## config.mk

```make
export PLATFORM = sky130hd
export DESIGN_NAME = sipo_deser_flat
export DESIGN_NICKNAME = d
export VERILOG_FILES = /design/src/rtl/sipo_deser_if.sv /design/src/rtl/sipo_deser.sv /design/src/flat_wrapper.sv
export SDC_FILE = /design/constraint.sdc
export NUM_CORES = 1
export LEC_CHECK = 0
export ABC_AREA = 1
export ABC_CLOCK_PERIOD_IN_PS = 1600
export CAP_MARGIN = 0
export CELL_PAD_IN_SITES_DETAIL_PLACEMENT = 1
export CELL_PAD_IN_SITES_GLOBAL_PLACEMENT = 1
export CORE_MARGIN = 5
export CORE_UTILIZATION = 32
export CTS_CLUSTER_DIAMETER = 40
export DETAILED_ROUTE_END_ITERATION = 7
export GPL_TIMING_DRIVEN = 0
export PLACE_DENSITY = 0.77
export SYNTH_ARGS = -nofsm -noshare
export SYNTH_HDL_FRONTEND = slang
export SYNTH_SLANG_ARGS = --single-unit
```

## constraint.sdc

```tcl
create_clock -name clk -period 1.6 [get_ports clk]
set_clock_uncertainty 0.2 [all_clocks]
set_input_delay 0.24 -clock clk [delete_from_list [all_inputs] [get_ports clk]]
set_output_delay 0.24 -clock clk [all_outputs]
set_load 0.005 [all_outputs]
```

## src/rtl/sipo_deser_if.sv

```systemverilog
// Serial-in / parallel-out bus bundle: serial side from the producer,
// word side toward the downstream 4-bit parallel-load register stage.
`timescale 1ns/1ps
interface sipo_deser_if #(
  parameter int unsigned WIDTH = 4
);
  logic                     in;
  logic                     in_valid;
  logic                     clear;
  logic [WIDTH-1:0]         out;
  logic                     load;
  logic [$clog2(WIDTH):0]   count;
  logic                     partial;

  modport master (
    output in, in_valid, clear,
    input  out, load, count, partial
  );

  modport slave (
    input  in, in_valid, clear,
    output out, load, count, partial
  );
endinterface

```

## src/rtl/sipo_deser.sv

```systemverilog
// Serial-in, parallel-out deserializer: assembles WIDTH-bit words from
// qualified serial bits and presents each completed word with a one-cycle load.
`timescale 1ns/1ps
module sipo_deser #(
  parameter int unsigned WIDTH     = 4,
  parameter bit          MSB_FIRST = 1'b1
) (
  input logic          clk,
  input logic          reset,
  sipo_deser_if.slave  bus
);
  localparam int unsigned CW = $clog2(WIDTH) + 1;

  logic [WIDTH-1:0] shreg_q, shreg_d;
  logic [WIDTH-1:0] out_q, out_d;
  logic [CW-1:0]    cnt_q, cnt_d;
  logic             load_q, load_d;
  logic [WIDTH-1:0] shifted;

  always_comb begin
    if (MSB_FIRST) shifted = {shreg_q[WIDTH-2:0], bus.in};
    else           shifted = {bus.in, shreg_q[WIDTH-1:1]};
  end

  // clear outranks a valid bit, so a flush on the completing edge drops the word
  always_comb begin
    shreg_d = shreg_q;
    cnt_d   = cnt_q;
    out_d   = out_q;
    load_d  = 1'b0;
    if (bus.clear) begin
      shreg_d = '0;
      cnt_d   = '0;
    end else if (bus.in_valid) begin
      if (cnt_q == CW'(WIDTH - 1)) begin
        out_d   = shifted;
        load_d  = 1'b1;
        cnt_d   = '0;
        shreg_d = '0;
      end else begin
        shreg_d = shifted;
        cnt_d   = cnt_q + CW'(1);
      end
    end
  end

  always_ff @(posedge clk or posedge reset) begin
    if (reset) begin
      shreg_q <= '0;
      cnt_q   <= '0;
      out_q   <= '0;
      load_q  <= 1'b0;
    end else begin
      shreg_q <= shreg_d;
      cnt_q   <= cnt_d;
      out_q   <= out_d;
      load_q  <= load_d;
    end
  end

  assign bus.out     = out_q;
  assign bus.load    = load_q;
  assign bus.count   = cnt_q;
  assign bus.partial = |cnt_q;
endmodule

```

## src/flat_wrapper.sv

```systemverilog
// flat-port wrapper written by rule: the top's interface ports become plain ports
module sipo_deser_flat 
#(
  parameter int unsigned WIDTH     = 4,
  parameter bit          MSB_FIRST = 1'b1
)
  (clk, reset, bus_in, bus_in_valid, bus_clear, bus_out, bus_load, bus_count, bus_partial);
  sipo_deser_if #(.WIDTH(WIDTH)) bus_i ();
  input logic clk;
  input logic reset;
  input wire logic [$bits(bus_i.in)-1:0] bus_in;
  input wire logic [$bits(bus_i.in_valid)-1:0] bus_in_valid;
  input wire logic [$bits(bus_i.clear)-1:0] bus_clear;
  output wire logic [$bits(bus_i.out)-1:0] bus_out;
  output wire logic [$bits(bus_i.load)-1:0] bus_load;
  output wire logic [$bits(bus_i.count)-1:0] bus_count;
  output wire logic [$bits(bus_i.partial)-1:0] bus_partial;
  assign bus_i.in = bus_in;
  assign bus_i.in_valid = bus_in_valid;
  assign bus_i.clear = bus_clear;
  assign bus_out = bus_i.out;
  assign bus_load = bus_i.load;
  assign bus_count = bus_i.count;
  assign bus_partial = bus_i.partial;
  sipo_deser #(.WIDTH(WIDTH), .MSB_FIRST(MSB_FIRST)) u_core (.clk(clk), .reset(reset), .bus(bus_i));
endmodule
```

==> impl_metrics.py, run 1 <==
metrics = {
    "outcome": {
        "status": "finished clean",
    },
    "floorplan": {
        "rows": 14,
        "design.portCount": 14,
        "die_area_um2": 2450,
        "fp.dieW_um": 49.5,
        "start_util_pct": 33.6,
        "die_y_um": 49.5,
        "core-area_um2": 1490,
    },
    "drt": {
        "via_per_inst": 4.47,
        "drtIter0Drc": 9,
        "drt_pre_antenna_iters": 2,
        "vias": 407,
        "drcViolationCount": 0,
        "wire_per_inst_um": 12.1,
        "routed_wl_mm": 1.10,
        "postRouteAntennaNets": 0,
    },
    "clock_tree": {
        "clockRootBuffer": "clkbuf_4",
        "cts.sinks": 11,
        "clockBufferDepth": 2,
        "clk_latency_ps": 270,
        "clk_pin_slew_ps": 80,
        "holdBufCountCts": 0,
        "h-tree-depth": 1,
        "cts_made_buffers": 3,
        "cts_tree": "yes",
    },
    "place": {
        "port_buffers": 13,
        "hpwl_um": 770,
        "place.gp.congestion": 0.719,
        "dp_cells": 84,
    },
    "setup_path": {
        "r2r_start": "u_core.bus.count[0]$_DFFE_PP0P_",
        "critical_path_required_ps": 1160,
        "reg2reg_depth": 7,
        "critPathKind": "reg2out",
        "cpMaxStageDelayCell": "clkdlybuf4s50_1",
        "critPathTopFamily": "buffers and inverters",
        "critPathMaxStageDelay_ps": 500,
        "critPathMaxFanout": 2,
        "arrival_ps": 1100,
        "r2r_end": "u_core.bus.out[0]$_DFFE_PP0P_",
        "critPathLaunchType": "flip-flop",
        "path_cells": "clkdlybuf4s50_1",
        "endpoint_kind": "primary output",
        "r2r_slack_ps": 160,
        "critPathBufInv": 1,
    },
    "final_layout": {
        "nets": 83,
        "mostFrequentLayoutCells": "21 x nand2_1, 11 x dfrtp_1, 8 x nand3_1, 8 x clkdlybuf4s50_1, 4 x inv_2",
        "num_antenna_cells": 0,
        "fin_util_pct": 47.6,
        "n_fill_cell": 168,
        "instances_no_fill": 91,
        "drive_above_1_share_pct": 21.3,
        "syn2layout_area_growth_pct": 41.5,
        "layout_commonest_cell": "nand2_1",
        "multi_input_area_um2": 214,
        "register_area_um2": 275,
    },
    "timing": {
        "drv_slew": 0,
        "rsz0062_at_grt": "no",
        "worst_pin_slew_ps": 413,
        "relSlewSlack_pct": 72.4,
        "fmax_mhz": 649,
        "finalCriticalPeriod_ps": 1540,
        "finalCritPeriodShare_pct": 96.3,
        "hold_violations": 0,
        "setup_viol": 0,
    },
    "logic_synthesis": {
        "ys_ff_latch": 11,
        "syn_inst": 55,
        "synth_fp_nets": 62,
        "yosysSeqAreaShare_pct": 55.0,
        "syn_area_um2": 500,
        "yosysWarnings": 0,
        "synth_cell_type_count": 11,
        "syn_avg_cell_area_um2": 9.10,
    },
    "global_route": {
        "grt_pass1_vias": 420,
        "grt_pass1_wl_mm": 1.86,
        "gr-usage-all-layers_pct": 10.2,
        "antenna_found_initial": 0,
        "grt_max_degree": 12,
        "gr-total-overflow": 0,
    },
    "power_and_ir_drop": {
        "power_frac_comb_pct": 15.9,
        "power.share.clock_pct": 32.9,
        "switchingPower_mw": 0.150,
        "peakVddDrop_v": 0.000428,
        "leakage_nw": 0.409,
        "switching_share_pct": 25.6,
        "p_per_area_nw_per_um2": 824,
        "p_int_mw": 0.434,
        "pwr-share-seq_pct": 51.2,
    },
    "worst_hold_path": {
        "hold_path.class": "in2async",
    },
    "flow_run": {
        "cap_violations": 0,
    },
}
cells by family (layout without fill, tap and decap cells):
group / Yosys count / after routing / synth area share [%]
adder cells (fa/ha/maj): 2 / 2 / 5.00
AO/OA/AOI/OAI: 1 / 1 / 0.999
buffers and inverters: 7 / 27 / 5.25
AND/OR/NAND/NOR: 34 / 34 / 33.8
flip-flops: 11 / 11 / 55.0
power by group through the flow:
stage | Sequential, mW | Clock (mW) | Combinational (mW)
detailed placement | 0.306 | 0 | 0.0855
CTS | 0.299 | 0.196 | 0.0904
floorplan | 0.306 | 0 | 0.0345
global route | 0.301 | 0.220 | 0.106
global placement | 0.306 | 0 | 0.0831
finish | 0.299 | 0.192 | 0.0930
through the flow:
stage	setup TNS [ps]	total power, mW	worst slack, ps	instance area (um^2)	hold slack [ps]
5_1_grt	0	0.627	11.5	708	86.4
3_5_place_dp	-40.3	0.392	-40.3	651	257
6_report	0	0.584	59.3	708	62.5
2_1_floorplan	0	0.341	378	500	-108
4_1_cts	0	0.586	1.06	694	75.6
3_3_place_gp	-27.0	0.389	-27.0	651	254
cells in the mapped netlist:
library cell	number	area (um^2)
nand2_1	21	78.8
dfrtp_1	11	275
nand3_1	8	40.0
inv_1	5	18.8
ha_1	2	25.0
inv_2	2	7.51
nor2_1	2	7.51
nand2_4	1	11.3
nor2_4	1	11.3
nor2_8	1	20.0
o21ai_0	1	5.00
area by class of cell:
cell class	count	share of cell area, %
flip-flops and latches	11	38.9
multi-input cells	37	30.2
repair buffers	16	20.7
clock buffers	4	3.71
inverters	7	3.71
well taps	16	2.83
how the worst max path moves through the flow:
stage | to | slack (ps) | from | cells after the start
2_1_floorplan | u_core.bus.out[0]$_DFFE_PP0P_ | 380 | u_core.bus.count[0]$_DFFE_PP0P_ | 6
3_5_place_dp | bus_partial | -40 | u_core.bus.count[0]$_DFFE_PP0P_ | 4
5_1_grt | u_core.bus.out[0]$_DFFE_PP0P_ | 10 | u_core.bus.count[0]$_DFFE_PP0P_ | 7
4_1_cts | bus_partial | 1 | u_core.bus.count[0]$_DFFE_PP0P_ | 4
6_report | bus_out[0] | 60 | u_core.bus.out[0]$_DFFE_PP0P_ | 1
3_3_place_gp | bus_partial | -30 | u_core.bus.count[0]$_DFFE_PP0P_ | 4
per-layer routing:
metal / GRT usage [%] / vias to the layer above / part of all wire (%)
met2: 18.0 / 6 / 55
met3: 3.92 / 0 / 4.8
met4: 3.93 / 0 / 0
li1: - / 208 / -
met1: 10.7 / 193 / 40
met5: 0 / - / 0
flip-flops by register name, summed over array words and instances, names as in the netlist:
signal and flops:
u_core.bus.load 1, u_core.bus.count 3, u_core.bus.out 4, u_core.shreg_q 3
repair_timing:
action	CTS	global route
pin swaps	0	1
gates resized for setup	5	7
gates cloned	0	0
setup endpoints to repair	4	3
setup buffers	3	0
Note: power is estimated with default switching activity, not from simulation.
==> run 2: changes to the inputs <==
SLEW_MARGIN = 20   (was not set)
==> results of run 2 <==
Same layout as run 1: the final DEF is identical, and so are final timing and power.
==> run 3: changes to the inputs <==
CAP_MARGIN = not set   (was 0)
==> results of run 3 <==
Same layout as run 1: the final DEF is identical, and so are final timing and power.
